`src/rtl/pipe_ctrl_pkg.sv`:
```
// Shared pipeline-sequencer constants: stall vectors, FSM encodings, exception entry PC.
// Also provides the reset-level and zero-word macros used across the CPU.
`ifndef RST_ENABLE
`define RST_ENABLE 1'b0
`endif
`ifndef ZERO_WORD
`define ZERO_WORD 32'h00000000
`endif

package pipe_ctrl_pkg;

    localparam int STALL_BUS = 6;
    typedef logic [STALL_BUS-1:0] stall_t;

    // Bit order {wb,mem,exe,id,if,pc}: each source holds its own stage and everything upstream.
    localparam stall_t STALL_NONE = 6'b000000;
    localparam stall_t STALL_ID   = 6'b000111;
    localparam stall_t STALL_EXE  = 6'b001111;
    localparam stall_t STALL_MEM  = 6'b011111;

    localparam logic [1:0] ST_RUN      = 2'd0;
    localparam logic [1:0] ST_DIV_WAIT = 2'd1;
    localparam logic [1:0] ST_FLUSH    = 2'd2;

    localparam logic [31:0] EXC_ENTRY_DEFAULT = 32'hBFC00380;

    function automatic stall_t stall_merge(input logic mem, input logic exe, input logic id);
        return (mem ? STALL_MEM : STALL_NONE) |
               (exe ? STALL_EXE : STALL_NONE) |
               (id  ? STALL_ID  : STALL_NONE);
    endfunction

endpackage

```
`src/rtl/pipe_ctrl_if.sv`:
```
// Hazard requests from the pipeline stages and the sequencing controls returned to them.
// master = pipeline side (drives requests), slave = pipe_ctrl side (drives controls).
interface pipe_ctrl_if;
    import pipe_ctrl_pkg::*;

    logic        id_stall_req;
    logic        exe_div_start;
    logic        mem_stall_req;
    logic        mem_exc_valid;
    logic        mem_exc_eret;
    logic [31:0] cp0_epc;

    stall_t      stall;
    logic        flush;
    logic [31:0] flush_pc;
    logic        div_busy;
    logic        div_done;
    logic        div_cancel;

    modport master (
        output id_stall_req, exe_div_start, mem_stall_req,
               mem_exc_valid, mem_exc_eret, cp0_epc,
        input  stall, flush, flush_pc, div_busy, div_done, div_cancel
    );

    modport slave (
        input  id_stall_req, exe_div_start, mem_stall_req,
               mem_exc_valid, mem_exc_eret, cp0_epc,
        output stall, flush, flush_pc, div_busy, div_done, div_cancel
    );
endinterface

```
`src/rtl/pipe_ctrl_divcnt.sv`:
```
// Divide-wait down-counter: loads DIV_CYCLES-1 on start, holds at 1 while MEM stalls.
// done/cancel/exe_stall are combinational from the count and the qualified inputs.
module pipe_ctrl_divcnt #(
    parameter int DIV_CYCLES = 34
) (
    input  logic clk,
    input  logic rst_n,
    input  logic start_i,
    input  logic wait_i,
    input  logic exc_i,
    input  logic mem_stall_i,
    output logic exe_stall_o,
    output logic done_o,
    output logic cancel_o
);
    localparam logic [5:0] CNT_LOAD = 6'(DIV_CYCLES - 1);

    logic [5:0] cnt_q, cnt_d;
    logic       last;

    assign last = (cnt_q == 6'd1);

    // The result is only released when EXE can actually advance.
    assign done_o      = wait_i && last && !mem_stall_i && !exc_i;
    assign cancel_o    = exc_i && (wait_i || start_i);
    assign exe_stall_o = start_i || (wait_i && !(last && !mem_stall_i));

    always_comb begin
        cnt_d = cnt_q;
        if (exc_i) begin
            cnt_d = 6'd0;
        end else if (start_i) begin
            cnt_d = CNT_LOAD;
        end else if (wait_i) begin
            if (cnt_q > 6'd1)
                cnt_d = cnt_q - 6'd1;
            else if (!mem_stall_i)
                cnt_d = 6'd0;
        end
    end

    always_ff @(posedge clk or negedge rst_n) begin
        if (rst_n == `RST_ENABLE)
            cnt_q <= 6'd0;
        else
            cnt_q <= cnt_d;
    end
endmodule

```
`src/rtl/pipe_ctrl.sv`:
```
// Pipeline sequencer: merges ID/EXE/MEM stall requests, turns MEM exceptions/ERET into a
// one-cycle flush + redirect; outputs are same-cycle. PIPE_CTRL_PERF_EN adds perf counters.
module pipe_ctrl
    import pipe_ctrl_pkg::*;
#(
    parameter int          DIV_CYCLES = 34,
    parameter logic [31:0] EXC_ENTRY  = EXC_ENTRY_DEFAULT
) (
    input  logic       cpu_clk_50M,
    input  logic       cpu_rst_n,
    pipe_ctrl_if.slave pif
`ifdef PIPE_CTRL_PERF_EN
    ,
    output logic [31:0] perf_stall_cyc,
    output logic [31:0] perf_flush_cnt,
    output logic [31:0] perf_div_cyc
`endif
);
    logic [1:0] state_q, state_d;
    logic       exc_act, start_act, in_wait;
    logic       exe_stall, div_done, div_cancel;
    stall_t     stall;

    // Anything arriving during FLUSH belongs to a squashed instruction.
    assign exc_act   = pif.mem_exc_valid && (state_q != ST_FLUSH);
    assign start_act = pif.exe_div_start && (state_q == ST_RUN);
    assign in_wait   = (state_q == ST_DIV_WAIT);

    pipe_ctrl_divcnt #(.DIV_CYCLES(DIV_CYCLES)) u_divcnt (
        .clk         (cpu_clk_50M),
        .rst_n       (cpu_rst_n),
        .start_i     (start_act),
        .wait_i      (in_wait),
        .exc_i       (exc_act),
        .mem_stall_i (pif.mem_stall_req),
        .exe_stall_o (exe_stall),
        .done_o      (div_done),
        .cancel_o    (div_cancel)
    );

    always_comb begin
        stall = STALL_NONE;
        if (!exc_act) begin
            if (state_q == ST_FLUSH)
                stall = stall_merge(pif.mem_stall_req, 1'b0, 1'b0);
            else
                stall = stall_merge(pif.mem_stall_req, exe_stall, pif.id_stall_req);
        end
    end

    always_comb begin
        state_d = state_q;
        if (exc_act) begin
            state_d = ST_FLUSH;
        end else begin
            case (state_q)
                ST_RUN:      if (start_act) state_d = ST_DIV_WAIT;
                ST_DIV_WAIT: if (div_done)  state_d = ST_RUN;
                default:     state_d = ST_RUN;
            endcase
        end
    end

    always_ff @(posedge cpu_clk_50M or negedge cpu_rst_n) begin
        if (cpu_rst_n == `RST_ENABLE)
            state_q <= ST_RUN;
        else
            state_q <= state_d;
    end

    assign pif.stall      = stall;
    assign pif.flush      = exc_act;
    assign pif.flush_pc   = exc_act ? (pif.mem_exc_eret ? pif.cp0_epc : EXC_ENTRY) : `ZERO_WORD;
    assign pif.div_busy   = in_wait;
    assign pif.div_done   = div_done;
    assign pif.div_cancel = div_cancel;

`ifdef PIPE_CTRL_PERF_EN
    logic [31:0] perf_stall_q, perf_flush_q, perf_div_q;

    always_ff @(posedge cpu_clk_50M or negedge cpu_rst_n) begin
        if (cpu_rst_n == `RST_ENABLE) begin
            perf_stall_q <= 32'd0;
            perf_flush_q <= 32'd0;
            perf_div_q   <= 32'd0;
        end else begin
            if ((stall != STALL_NONE) && (perf_stall_q != 32'hFFFFFFFF))
                perf_stall_q <= perf_stall_q + 32'd1;
            if (exc_act && (perf_flush_q != 32'hFFFFFFFF))
                perf_flush_q <= perf_flush_q + 32'd1;
            if (in_wait && (perf_div_q != 32'hFFFFFFFF))
                perf_div_q <= perf_div_q + 32'd1;
        end
    end

    assign perf_stall_cyc = perf_stall_q;
    assign perf_flush_cnt = perf_flush_q;
    assign perf_div_cyc   = perf_div_q;
`endif
endmodule
```
`src/flat_wrapper.sv`:
```
// flat-port wrapper written by rule: the top's interface ports become plain ports
module pipe_ctrl_flat import pipe_ctrl_pkg::*;
#(
    parameter int          DIV_CYCLES = 34,
    parameter logic [31:0] EXC_ENTRY  = EXC_ENTRY_DEFAULT
)
  (cpu_clk_50M, cpu_rst_n, pif_id_stall_req, pif_exe_div_start, pif_mem_stall_req, pif_mem_exc_valid, pif_mem_exc_eret, pif_cp0_epc, pif_stall, pif_flush, pif_flush_pc, pif_div_busy, pif_div_done, pif_div_cancel);
  pipe_ctrl_if pif_i ();
  input  logic cpu_clk_50M;
  input  logic cpu_rst_n;
  input wire logic [$bits(pif_i.id_stall_req)-1:0] pif_id_stall_req;
  input wire logic [$bits(pif_i.exe_div_start)-1:0] pif_exe_div_start;
  input wire logic [$bits(pif_i.mem_stall_req)-1:0] pif_mem_stall_req;
  input wire logic [$bits(pif_i.mem_exc_valid)-1:0] pif_mem_exc_valid;
  input wire logic [$bits(pif_i.mem_exc_eret)-1:0] pif_mem_exc_eret;
  input wire logic [$bits(pif_i.cp0_epc)-1:0] pif_cp0_epc;
  output wire logic [$bits(pif_i.stall)-1:0] pif_stall;
  output wire logic [$bits(pif_i.flush)-1:0] pif_flush;
  output wire logic [$bits(pif_i.flush_pc)-1:0] pif_flush_pc;
  output wire logic [$bits(pif_i.div_busy)-1:0] pif_div_busy;
  output wire logic [$bits(pif_i.div_done)-1:0] pif_div_done;
  output wire logic [$bits(pif_i.div_cancel)-1:0] pif_div_cancel;
  assign pif_i.id_stall_req = pif_id_stall_req;
  assign pif_i.exe_div_start = pif_exe_div_start;
  assign pif_i.mem_stall_req = pif_mem_stall_req;
  assign pif_i.mem_exc_valid = pif_mem_exc_valid;
  assign pif_i.mem_exc_eret = pif_mem_exc_eret;
  assign pif_i.cp0_epc = pif_cp0_epc;
  assign pif_stall = pif_i.stall;
  assign pif_flush = pif_i.flush;
  assign pif_flush_pc = pif_i.flush_pc;
  assign pif_div_busy = pif_i.div_busy;
  assign pif_div_done = pif_i.div_done;
  assign pif_div_cancel = pif_i.div_cancel;
  pipe_ctrl #(.DIV_CYCLES(DIV_CYCLES), .EXC_ENTRY(EXC_ENTRY)) u_core (.cpu_clk_50M(cpu_clk_50M), .cpu_rst_n(cpu_rst_n), .pif(pif_i));
endmodule
```
`config.mk`:
```
export PLATFORM = sky130hd
export DESIGN_NAME = pipe_ctrl_flat
export DESIGN_NICKNAME = d
export VERILOG_FILES = /design/src/rtl/pipe_ctrl_pkg.sv /design/src/rtl/pipe_ctrl_if.sv /design/src/rtl/pipe_ctrl_divcnt.sv /design/src/rtl/pipe_ctrl.sv /design/src/flat_wrapper.sv
export SDC_FILE = /design/constraint.sdc
export NUM_CORES = 1
export LEC_CHECK = 0
export CAP_MARGIN = 20
export CORE_AREA = 2 2 63 65
export CTS_BUF_LIST = sky130_fd_sc_hd__clkbuf_8
export DETAILED_ROUTE_END_ITERATION = 8
export DIE_AREA = 0 0 65 67
export PLACE_DENSITY_LB_ADDON = 0.05
export SLEW_MARGIN = 20
export SYNTH_ARGS = -nofsm -noshare
export SYNTH_HDL_FRONTEND = slang
export SYNTH_HIERARCHICAL = 1
export SYNTH_SLANG_ARGS = --single-unit
```
`constraint.sdc`:
```
create_clock -name cpu_clk_50M -period 2.35 [get_ports cpu_clk_50M]
set_clock_uncertainty 0.15 [all_clocks]
set_input_delay 0.3525 -clock cpu_clk_50M [delete_from_list [all_inputs] [get_ports cpu_clk_50M]]
set_output_delay 0.3525 -clock cpu_clk_50M [all_outputs]
set_load 0.02 [all_outputs]
```
==> impl_metrics.json, run 1 <==
{
  "synth-seq-area-share_pct": 22.7,
  "place_congestion": 0.855,
  "insertion_delay_ns": 0.22,
  "worstSetupPathDepth": 5,
  "cp_top_family": "buffers and inverters",
  "wl_mm": 3.17,
  "grt_pass1_wl_mm": 5.03,
  "yosysUniqueCellTypes": 36,
  "worstHoldPathType": "in -> async",
  "postSynthAreaPerCell_um2": 7.41,
  "port_buffers": 79,
  "die_x_um": 65,
  "grt_max_degree": 25,
  "drv_slew": 0,
  "fillerInstances": 407,
  "crit_path_start": "pif_exe_div_start",
  "cts.sinks": 8,
  "tritoncts": "built",
  "ant_nets": 0,
  "vias_per_cell": 4.64,
  "clockRootBuffer": "clkbuf_8",
  "first_iter_violations": 97,
  "cts.clk_slew.worst_paths_ns": 0.04,
  "drv_cap": 0,
  "leakage_nw": 0.974,
  "routedWlPerCell_um": 12.5,
  "die_h_um": 67,
  "setup_viol": 0,
  "grt_pass1_vias": 1150,
  "async_reset_ff_share_pct": 100,
  "cellPowerDensity_nw_per_um2": 420,
  "post-route-min-period_ns": 2.22,
  "path_buf_inv": 3,
  "area_growth_pct": 100,
  "arrival_ns": 1.72,
  "initial_utilization_pct": 24.5,
  "finalHoldWorstSlack_ns": 0.253,
  "path_cells": "clkdlybuf4s50_1 > nor3b_1 > buf_4 > o21a_1 > dlygate4sd2_1",
  "drc": 0,
  "synthCells": 119,
  "ys.warnings.count": 6,
  "antenna_found_initial": 0,
  "timing.rr.end": "u_core/u_divcnt/cnt_q[3]",
  "start_kind": "input port",
  "drt_pass1_iterations": 4,
  "synth-edff-count": 0,
  "cts_setup_buffers": 0,
  "reg2reg_from": "u_core/state_q[1]",
  "io_pins": 81,
  "endpoint_kind": "output port",
  "finalNetCount": 249,
  "synthesis.nets": 160,
  "crit_end": "pif_div_cancel",
  "r2r_setup_slack_ns": 0.21,
  "outcome": "finished, final reports clean",
  "num_rows": 22,
  "worstPathRequired_ns": 1.85,
  "worst_path_largest_cell_delay_ns": 0.47,
  "clk_path_buf_depth": 2,
  "hold_violations": 0,
  "peakVddDrop_mv": 0.150,
  "period_share_pct": 94.4,
  "numCtsBuffers": 3,
  "vias": 1179,
  "synthesis.area_um2": 882,
  "fmax_ghz": 0.451,
  "ys_ff_latch": 8,
  "grt_usage_pct": 14.6,
  "path_class": "in -> out",
  "r2r_cells": 5,
  "overflow": 0,
  "rsz0062_at_grt": "no",
  "coreArea_um2": 3610,
  "antenna_cells": 0,
  "htree_levels": 1,
  "crit_slowest_cell": "clkdlybuf4s50_1",
  "hold_buffers": 0,
  "drive_above_1_share_pct": 17.5,
  "hpwlAfterDp_mm": 2.71,
  "tns_ns": 0,
  "ys.flop_type": "dfrtp_1",
  "cp_max_fo": 6,
  "dieArea_um2": 4360
}
==> worst register-to-register path, cell delays in order, from the launching register on <==
cell     delay, ns
dfrtp_1       0.43
nor2b_2       0.19
buf_4         0.19
or3b_2        0.48
a211o_2       0.32
a32o_1        0.25
==> where the power goes <==
group          switching [W]  internal, W  leakage, nW  total [W]
clock              0.0000437     0.000110       0.0216   0.000154
combinational       0.000219     0.000205        0.846   0.000424
sequential         0.0000108     0.000154        0.107   0.000164
==> layout make-up <==
type                            count  area (µm²)  area share [%]
Clock buffer                        3        41.3            2.34
Timing Repair Buffer               96         850            48.1
Multi-Input combinational cell     81         542            30.7
Tap cell                           48        60.1            3.40
Sequential cell                     8         200            11.3
Inverter                           18        72.6            4.11
==> synthesized netlist by cell type, types with 2 or more instances <==
cell type	n	area share [%]
nor3b_1	3	2.6
nor3_1	3	1.7
and3_1	20	14
nor4_1	4	2.8
nand4_1	2	1.4
o21a_1	2	1.7
nor2_1	6	2.6
a32o_1	2	2.3
buf_6	2	2.6
clkbuf_1	5	2.1
buf_4	3	2.6
a31oi_1	2	1.4
a21oi_1	15	8.5
o21ai_0	4	2.3
inv_1	17	7.2
ha_1	2	2.8
dfrtp_1	8	23
==> worst min path at each step <==
stage | to | cells after the start
6_report | u_core/u_divcnt/cnt_q[1] | 1
5_1_grt | u_core/u_divcnt/cnt_q[1] | 1
2_1_floorplan | u_core/state_q[0] | 0
3_3_place_gp | u_core/state_q[0] | 1
4_1_cts | u_core/u_divcnt/cnt_q[1] | 1
3_5_place_dp | u_core/state_q[0] | 1
==> timing repair <==
item,CTS,global route
cloned,0,0
resized for setup,48,9
pin swaps,0,2
endpoints found under the setup margin,40,5
==> cells by family (layout without fill, tap and decap cells) <==
group / after synthesis / count (layout) / share of synthesized area, %
DFF: 8 / 8 / 22.7
buffers and inverters: 30 / 117 / 17.7
AOI/OAI and AO/OA: 32 / 32 / 23.3
and+or+nand+nor: 46 / 46 / 33.0
adders and majority gates: 2 / 2 / 2.84
other: 1 / 1 / 0.425
==> metal layers <==
| metal | routed length (µm) | vias up | global-route usage, % |
|---|---|---|---|
| met2 | 1650 | 55 | 25.9 |
| met1 | 1170 | 524 | 16.0 |
| met3 | 336 | 2 | 6.25 |
| met5 | 0 | - | 0 |
| li1 | - | 598 | - |
| met4 | 19 | 0 | 3.99 |
==> metrics by stage <==
stage / power, W / area [µm²] / setup slack [ns] / instances / utilization [%]
2_1_floorplan: 0.000402 / 888 / 0.0811 / 119 / -
3_3_place_gp: 0.000616 / 1780 / -0.267 / 251 / 49.4
3_5_place_dp: 0.000621 / 1780 / -0.302 / 251 / 49.4
4_1_cts: 0.000754 / 1790 / 0.0129 / 254 / 49.6
5_1_grt: 0.000800 / 1770 / 0.00955 / 254 / 49.0
6_report: 0.000742 / 1770 / 0.132 / 254 / 49.0
==> registers in the layout, summed over array words and instances, names as in the netlist <==
signal                 count
u_core/state_q             2
u_core/u_divcnt/cnt_q      6
==> layout by cell type, fill, tap and decap left out, types with 2 or more instances in the layout <==
master | netlist | final
clkdlybuf4s50_1 | 0 | 39
dlygate4sd2_1 | 0 | 35
and3_1 | 20 | 20
buf_4 | 3 | 17
inv_1 | 17 | 17
a21oi_1 | 15 | 14
dfrtp_1 | 8 | 8
nor2_1 | 6 | 6
clkbuf_8 | 0 | 3
buf_2 | 1 | 3
nor3b_1 | 3 | 3
o21ai_0 | 4 | 3
nor4_1 | 4 | 3
nor3_1 | 3 | 3
clkbuf_2 | 0 | 2
o21a_1 | 2 | 2
a32o_1 | 2 | 2
nand4_1 | 2 | 2
a31oi_1 | 2 | 2
ha_1 | 2 | 2
No activity file was read; power rests on OpenSTA's default activity.
==> run 2: changes to the inputs <==
--- a/config.mk
+++ b/config.mk
@@ -11,6 +11,7 @@
 export DETAILED_ROUTE_END_ITERATION = 8
 export DIE_AREA = 0 0 65 67
 export PLACE_DENSITY_LB_ADDON = 0.05
+export SKIP_CTS_REPAIR_TIMING = 1
 export SLEW_MARGIN = 20
 export SYNTH_ARGS = -nofsm -noshare
 export SYNTH_HDL_FRONTEND = slang
==> run 2 against run 1 <==
Maximum frequency grew 1.6%. Final area grew 8.2%. Via count grew 1.1%. Wire length grew 4.6%. Core utilization grew 4.0 points. Sequential power is essentially flat. Critical endpoint is now pif_stall[1].
==> impl_metrics.json, run 2 (synthesis gave the netlist of run 1 again) <==
{
  "arrival_ns": 1.68,
  "hpwlAfterDp_mm": 2.71,
  "post-route-cell-area_um2": 1910,
  "finalNonFillerCells": 254,
  "vias_per_cell": 4.69,
  "fillerInstances": 382,
  "grt_usage_pct": 14.6,
  "initial_utilization_pct": 24.5,
  "layout.area.seq_um2": 200,
  "worstPathRequired_ns": 1.85,
  "largest_registers": "u_core/u_divcnt/cnt_q (6), u_core/state_q (2)",
  "layout_common_cells": "clkdlybuf4s50_1 (39), dlymetal6s2s_1 (36), and3_1 (20), buf_4 (17), inv_1 (17)",
  "placedCellCount": 251,
  "fmax_ghz": 0.458,
  "period_share_pct": 92.9,
  "overflow": 0,
  "leakage_nw": 1.41,
  "switching_share_pct": 36.1,
  "largest_reg_flops": 6,
  "routedWlPerCell_um": 13.1,
  "antenna_found_initial": 0,
  "peakVddDrop_mv": 0.153,
  "drt_pass1_iterations": 4,
  "antenna_cells": 0,
  "cp_top_family": "compound AO/OA/AOI/OAI gates",
  "place_congestion": 0.855,
  "p_clk_share_pct": 20.2,
  "setup_viol": 0,
  "path_class": "reg -> out",
  "numCtsBuffers": 3,
  "p_sw_w": 0.000275,
  "layout_commonest_cell": "clkdlybuf4s50_1",
  "hold_violations": 0,
  "die_x_um": 65,
  "first_iter_violations": 78,
  "post-route-min-period_ns": 2.18,
  "power_frac_seq_pct": 21.7,
  "placed_area_um2": 1780,
  "cellPowerDensity_nw_per_um2": 399,
  "io_pins": 81,
  "wl_mm": 3.32,
  "cts.clk_slew.worst_paths_ns": 0.04,
  "worst_path_largest_cell_delay_ns": 0.38,
  "grt_pass1_vias": 1150,
  "tritoncts": "built",
  "combPwrFrac_pct": 58.2,
  "tns_ns": 0,
  "top_register": "u_core/u_divcnt/cnt_q",
  "drv_slew": 0,
  "coreArea_um2": 3610,
  "crit_slowest_cell": "dfrtp_1",
  "endpoint_kind": "output port",
  "finalHoldWorstSlack_ns": 0.253,
  "htree_levels": 1,
  "die_h_um": 67,
  "start_kind": "flip-flop",
  "path_buf_inv": 2,
  "p_int_w": 0.000487,
  "insertion_delay_ns": 0.22,
  "rsz0062_at_grt": "no",
  "clk_path_buf_depth": 2,
  "worstHoldPathType": "in -> async",
  "cp_max_fo": 3,
  "grt_pass1_wl_mm": 5.00,
  "clockRootBuffer": "clkbuf_8",
  "num_rows": 22,
  "multiInputGateArea_um2": 547,
  "path_cells": "nor4_2 > buf_4 > nand3b_1 > a21o_1 > o21ai_2 > a21oi_2 > clkbuf_2",
  "grt_max_degree": 25,
  "drive_above_1_share_pct": 17.5,
  "drv_cap": 0,
  "outcome": "finished, final reports clean",
  "cts.sinks": 8,
  "port_buffers": 79,
  "dieArea_um2": 4360,
  "vias": 1192,
  "area_growth_pct": 116,
  "ant_nets": 0,
  "finalNetCount": 249,
  "drc": 0
}
-- run 2: per-layer routing --
| metal | vias up | track usage, % | part of all wire [%] |
|---|---|---|---|
| met5 | - | 0 | 0 |
| met4 | 0 | 3.99 | 0.57 |
| met3 | 2 | 6.25 | 10 |
| met2 | 56 | 25.9 | 54 |
| met1 | 536 | 15.8 | 36 |
| li1 | 598 | - | - |
-- run 2: per-stage QoR --
stage / setup slack (ns) / util [%] / power [W]
2_1_floorplan: 0.0811 / - / 0.000402
3_3_place_gp: -0.267 / 49.4 / 0.000616
3_5_place_dp: -0.302 / 49.4 / 0.000621
4_1_cts: -0.362 / 50.6 / 0.000780
5_1_grt: 0.00955 / 52.9 / 0.000818
6_report: 0.167 / 52.9 / 0.000762
-- run 2: layout make-up --
class                           instances  share of cell area, %
Sequential cell                         8                   10.5
Clock buffer                            3                   2.16
Tap cell                               48                   3.15
Timing Repair Buffer                   96                   51.8
Inverter                               18                   3.80
Multi-Input combinational cell         81                   28.6
-- run 2: path summary, 6_finish.rpt --
path / end / slack, ns / startpoint / depth (start not counted)
worst max-delay path: pif_stall[1] / 0.17 / u_core/u_divcnt/cnt_q[3] / 7
worst min-delay path: u_core/u_divcnt/cnt_q[1] / 0.25 / cpu_rst_n / 1
worst max register to register: u_core/u_divcnt/cnt_q[3] / 0.20 / u_core/state_q[1] / 5
worst min register to register: u_core/state_q[0] / 0.44 / u_core/state_q[0] / 1
max in group asynchronous: u_core/u_divcnt/cnt_q[3] / 1.55 / cpu_rst_n / 1
min in group cpu_clk_50M: u_core/state_q[0] / 0.44 / u_core/state_q[0] / 1
-- run 2: power by group through the flow --
stage	Clock (W)	Combinational, W	Sequential (W)
after global routing	0.000171	0.000480	0.000167
after floorplan	0	0.000230	0.000172
after CTS	0.000159	0.000458	0.000163
after global placement	0	0.000451	0.000165
after detailed placement	0	0.000456	0.000165
final	0.000154	0.000443	0.000165
==> variant 1 (settings of run 2) <==
Set the package constant `STALL_BUS` to 12 (it was 6).
--- a/src/rtl/pipe_ctrl_pkg.sv
+++ b/src/rtl/pipe_ctrl_pkg.sv
@@ -9,7 +9,7 @@
 
 package pipe_ctrl_pkg;
 
-    localparam int STALL_BUS = 6;
+    localparam int STALL_BUS = 12;
     typedef logic [STALL_BUS-1:0] stall_t;
 
     // Bit order {wb,mem,exe,id,if,pc}: each source holds its own stage and everything upstream.
Interface: changed (resized pif_stall); port bits go from 81 to 87. No check against the original RTL was run, so the function may have changed too.
==> variant 1 against run 2 <==
Synthesized area rose by 5.1%. Sequential cell count did not move. Global-route usage fell by 0.66 points. Sequential power barely moved. Final area rose by 2.7%. Setup slack got worse by 63 ps. Wire length fell by 1.9%. Die area did not move. Power rose by 3.8%. Critical path type unchanged. Largest cell class unchanged.
==> variant 1: results (changes against run 2) <==
Run status -> complete, no violations
Beginning of the critical path -> u_core/u_divcnt/cnt_q[4]
GR Layer Usage met1 -> 15.5% (-0.26 points)
Worst IR Drop VDD -> 0.000169 V (+10%)
Power density of the placed cells -> 403 mW/mm2 (+1.1%)
Global-route usage over all layers -> 13.9% (-0.66 points)
# fillers -> 322 (-16%)
Top cells by instance count after synthesis -> sky130_fd_sc_hd__and3_1, sky130_fd_sc_hd__inv_1, sky130_fd_sc_hd__a21oi_1, sky130_fd_sc_hd__buf_4, sky130_fd_sc_hd__dfrtp_1
Detailed Place HPWL -> 2620 um (-3.3%)
Count of plain and timing-repair buffers -> 95 (-1.0%)
Routability congestion estimate -> 0.825 (-3.6%)
Final period util -> 95.6% (+2.7 points)
Detailed-routed wire length on met3 -> 283 um (-15%)
Placement-stage worst setup slack -> -306 ps (-4.34 ps)
Global routing usage on met3 -> 3.21% (-3.0 points)
Global-route wire length before repair -> 4620 um (-7.7%)
Capturing element of the worst setup path -> pif_stall[0]
Final hold slack -> 255 ps (+2.32 ps)
Startpoint of the worst-slack reg-to-reg timing path -> u_core/state_q[0]
Net count, final -> 254 (+2.0%)
Proportion of synthesized chip area in sequential cells -> 21.6% (-1.1 points)
Compound-Gate Fraction of Synth Area -> 22.1% (-1.1 points)
DR WL/cell -> 12.6 um (-3.8%)
Area after DPL -> 0.00181 mm2 (+1.5%)
Seq_cells -> 8 (unchanged)
Most area-consuming cells after synthesis -> sky130_fd_sc_hd__dfrtp_1, sky130_fd_sc_hd__and3_1, sky130_fd_sc_hd__a21oi_1, sky130_fd_sc_hd__buf_4, sky130_fd_sc_hd__inv_1
Internal power -> 0.000496 W (+1.8%)
Arrival @ worst endpoint -> 1740 ps (+60 ps)
Via density per instance -> 4.67 (-0.45%)
Met2 GRT Util -> 23.8% (-2.1 points)
Fraction of standard cell area that is sequential -> 10.2% (-0.27 points)
Reported leakage power -> 1.45 nW (+3.0%)
Adder-cell share of the synthesized area -> 2.70% (-0.14 points)
Footprint of the multi-input gates -> 566 um2 (+3.4%)
-- variant 1: cell types whose count changed in the layout (fill, tap and decap cells not counted) --
cell / delta
sky130_fd_sc_hd__buf_2: -1
sky130_fd_sc_hd__dlymetal6s2s_1: +3
sky130_fd_sc_hd__o21ai_1: +1
sky130_fd_sc_hd__o21ai_2: -1
sky130_fd_sc_hd__buf_12: +1
sky130_fd_sc_hd__clkdlybuf4s50_1: +1
sky130_fd_sc_hd__clkbuf_2: -3
sky130_fd_sc_hd__conb_1: +6
sky130_fd_sc_hd__buf_4: -2
-- variant 1: power groups by stage --
stage | logic (W) | registers [W] | clock network, W
6_report | 0.000455 | 0.000165 | 0.000170
4_1_cts | 0.000463 | 0.000164 | 0.000177
3_5_place_dp | 0.000461 | 0.000166 | 0
5_1_grt | 0.000491 | 0.000167 | 0.000182
2_1_floorplan | 0.000246 | 0.000172 | 0
3_3_place_gp | 0.000458 | 0.000165 | 0
==> variant 2 (flow settings as in run 2) <==
Without the edit above. `DIV_CYCLES` is set to 34 in 3 places; all go to 32.
--- a/src/rtl/pipe_ctrl_divcnt.sv
+++ b/src/rtl/pipe_ctrl_divcnt.sv
@@ -1,7 +1,7 @@
 // Divide-wait down-counter: loads DIV_CYCLES-1 on start, holds at 1 while MEM stalls.
 // done/cancel/exe_stall are combinational from the count and the qualified inputs.
 module pipe_ctrl_divcnt #(
-    parameter int DIV_CYCLES = 34
+    parameter int DIV_CYCLES = 32
 ) (
     input  logic clk,
     input  logic rst_n,
--- a/src/rtl/pipe_ctrl.sv
+++ b/src/rtl/pipe_ctrl.sv
@@ -3,7 +3,7 @@
 module pipe_ctrl
     import pipe_ctrl_pkg::*;
 #(
-    parameter int          DIV_CYCLES = 34,
+    parameter int          DIV_CYCLES = 32,
     parameter logic [31:0] EXC_ENTRY  = EXC_ENTRY_DEFAULT
 ) (
     input  logic       cpu_clk_50M,
--- a/src/flat_wrapper.sv
+++ b/src/flat_wrapper.sv
@@ -1,7 +1,7 @@
 // flat-port wrapper written by rule: the top's interface ports become plain ports
 module pipe_ctrl_flat import pipe_ctrl_pkg::*;
 #(
-    parameter int          DIV_CYCLES = 34,
+    parameter int          DIV_CYCLES = 32,
     parameter logic [31:0] EXC_ENTRY  = EXC_ENTRY_DEFAULT
 )
   (cpu_clk_50M, cpu_rst_n, pif_id_stall_req, pif_exe_div_start, pif_mem_stall_req, pif_mem_exc_valid, pif_mem_exc_eret, pif_cp0_epc, pif_stall, pif_flush, pif_flush_pc, pif_div_busy, pif_div_done, pif_div_cancel);
Function: same outputs for any inputs over 10 cycles, from zero or initial values and one cycle with cpu_rst_n low; that may be too few to reach the edited logic, so the function may still have changed.
==> variant 2 against run 2 <==
Power is 6.5% higher. Critical path type unchanged. Synthesized area is 2.3% higher. Clock power is 8% higher. Critical path depth stayed put. Final area is 3.8% higher. Combinational power is 5.4% higher. Setup slack worse by 130 ps. Fmax is 5.8% lower. Wire length is 7.2% higher. Sequential power is 8% higher. Die area stayed put. Sequential cell count stayed put. Synthesized cell count is 0.84% lower.
==> variant 2: results (changes against run 2) <==
Run status -> complete, no violations
Slack of the worst reg-to-reg path -> 170 ps (-30 ps)
Number of distinct library cell variants in the gate-level netlist after synthesis -> 42 (+17%)
Detailed Place HPWL -> 2830 um (+4.2%)
Initial antenna violation count -> 0 (unchanged)
Clk Latency, worst-skew pair -> 230 ps
Most area-consuming cells after synthesis -> sky130_fd_sc_hd__dfrtp_1, sky130_fd_sc_hd__and3_1, sky130_fd_sc_hd__a21oi_1, sky130_fd_sc_hd__inv_1, sky130_fd_sc_hd__ha_1
Global-route usage over all layers -> 16.5% (+1.9 points)
Synth async-reset ratio -> 100% (unchanged)
Buffer depth of the longest clock path -> 2 (unchanged)
Routability congestion estimate -> 0.790 (-7.6%)
Length in cells of the worst reg-to-reg path -> 5 (unchanged)
Proportion of synthesized chip area in sequential cells -> 22.2% (-0.50 points)
Synthesized net count -> 159 (-0.63%)
CTS root buffer -> sky130_fd_sc_hd__clkbuf_8
# fillers -> 358 (-6.3%)
Port-buffer cells -> 79 (unchanged)
DR WL/cell -> 13.9 um (+6.3%)
Reported leakage power -> 1.44 nW (+2.0%)
Main synth FF type -> sky130_fd_sc_hd__dfrtp_1
Antenna diode count -> 0 (unchanged)
Number of H-tree branching levels -> 1 (unchanged)
Internal power -> 0.000508 W (+4.4%)
Pin count of the biggest net entering global routing -> 27 (+8.0%)
Flip-flop count of the largest register, all copies and words added -> 6 (unchanged)
Worst IR Drop VDD -> 0.000158 V (+3.4%)
Startpoint of the worst-slack reg-to-reg timing path -> u_core/state_q[1]
Final hold slack -> 274 ps (+21.5 ps)
Class of the worst hold path -> input port to asynchronous set/reset pin
Clk slew on worst S/H paths -> 40 ps (about the same)
Via count of the first global-routing pass -> 1312 (+14%)
Number of iterations in the first detailed-routing pass -> 4 (unchanged)
Endpoint of the lowest-slack register-to-register path -> u_core/u_divcnt/cnt_q[5]
CP Max Fanout -> 3 (unchanged)
Net count, final -> 251 (+0.80%)
Via density per instance -> 4.72 (+0.63%)
Global-route wire length before repair -> 5640 um (+13%)
Yosys warnings -> 6 (unchanged)
Top cells by instance count after synthesis -> sky130_fd_sc_hd__and3_1, sky130_fd_sc_hd__a21oi_1, sky130_fd_sc_hd__inv_1, sky130_fd_sc_hd__dfrtp_1, sky130_fd_sc_hd__clkbuf_1
Registers with the most flip-flops -> u_core/u_divcnt/cnt_q x6, u_core/state_q x2
Clock buffer count from CTS -> 3 (unchanged)
Drt first-iter violations -> 87 (+12%)
Area after DPL -> 0.00184 mm2 (+3.2%)
Share of layout cells above drive strength 1 -> 20.7% (+3.2 points)
==> variant 2: through the flow <==
| step | std cells | setup slack (ps) |
|---|---|---|
| floorplan | 118 | 55.1 |
| global placement | 252 | -293 |
| detailed placement | 252 | -365 |
| CTS | 255 | -361 |
| global route | 256 | -55.5 |
| finish | 256 | 32.6 |
==> variant 2: worst max path at each step <==
stage	to	startpoint	cells past startpoint	slack, ps
2_1_floorplan	pif_stall[1]	u_core/state_q[1]	6	60
3_3_place_gp	pif_stall[0]	pif_exe_div_start	6	-290
3_5_place_dp	pif_stall[2]	pif_exe_div_start	6	-370
4_1_cts	pif_stall[2]	pif_exe_div_start	6	-360
5_1_grt	pif_stall[0]	u_core/u_divcnt/cnt_q[5]	7	-60
6_report	pif_stall[2]	u_core/u_divcnt/cnt_q[5]	7	30
==> variant 2: kinds of logic after synthesis <==
group	synth area share, %
simple gates	31.9
compound gates	26.2
other cells	0.416
fa+ha+maj	2.77
buf+inv	16.5
flops	22.2
==> variant 2: per-layer routing <==
metal  global-route usage [%]  up-vias  share of wire (%)
li1                         -      598                  -
met1                     17.5      559                 37
met2                     31.7       48                 57
met3                     2.70        4                5.0
met4                     7.18        0                1.2
met5                        0        -                  0
==> variant 2: area by class of cell <==
class	instances	area, um2	share of cell area, %
timing repair buffer	98	1020	51.6
multi-input combinational	80	582	29.4
sequential	8	200	10.1
inverter	19	76.3	3.85
tap	48	60.1	3.03
clock buffer	3	41.3	2.08
==> variant 2: power by group through the flow <==
stage	Sequential, W	Clock (W)	Combinational (W)
after floorplan	0.000187	0	0.000230
after global placement	0.000180	0	0.000462
after detailed placement	0.000180	0	0.000470
after CTS	0.000178	0.000171	0.000473
after global routing	0.000181	0.000179	0.000508
final	0.000179	0.000166	0.000467
==> variant 2: critical path, stage by stage (launching register included) <==
cell and delay [ps]:
sky130_fd_sc_hd__dfrtp_1 400, sky130_fd_sc_hd__nor4_4 310, sky130_fd_sc_hd__nand3b_1 130, sky130_fd_sc_hd__buf_4 150, sky130_fd_sc_hd__a21o_4 210, sky130_fd_sc_hd__o21ai_2 120, sky130_fd_sc_hd__a21oi_2 90, sky130_fd_sc_hd__clkbuf_2 160
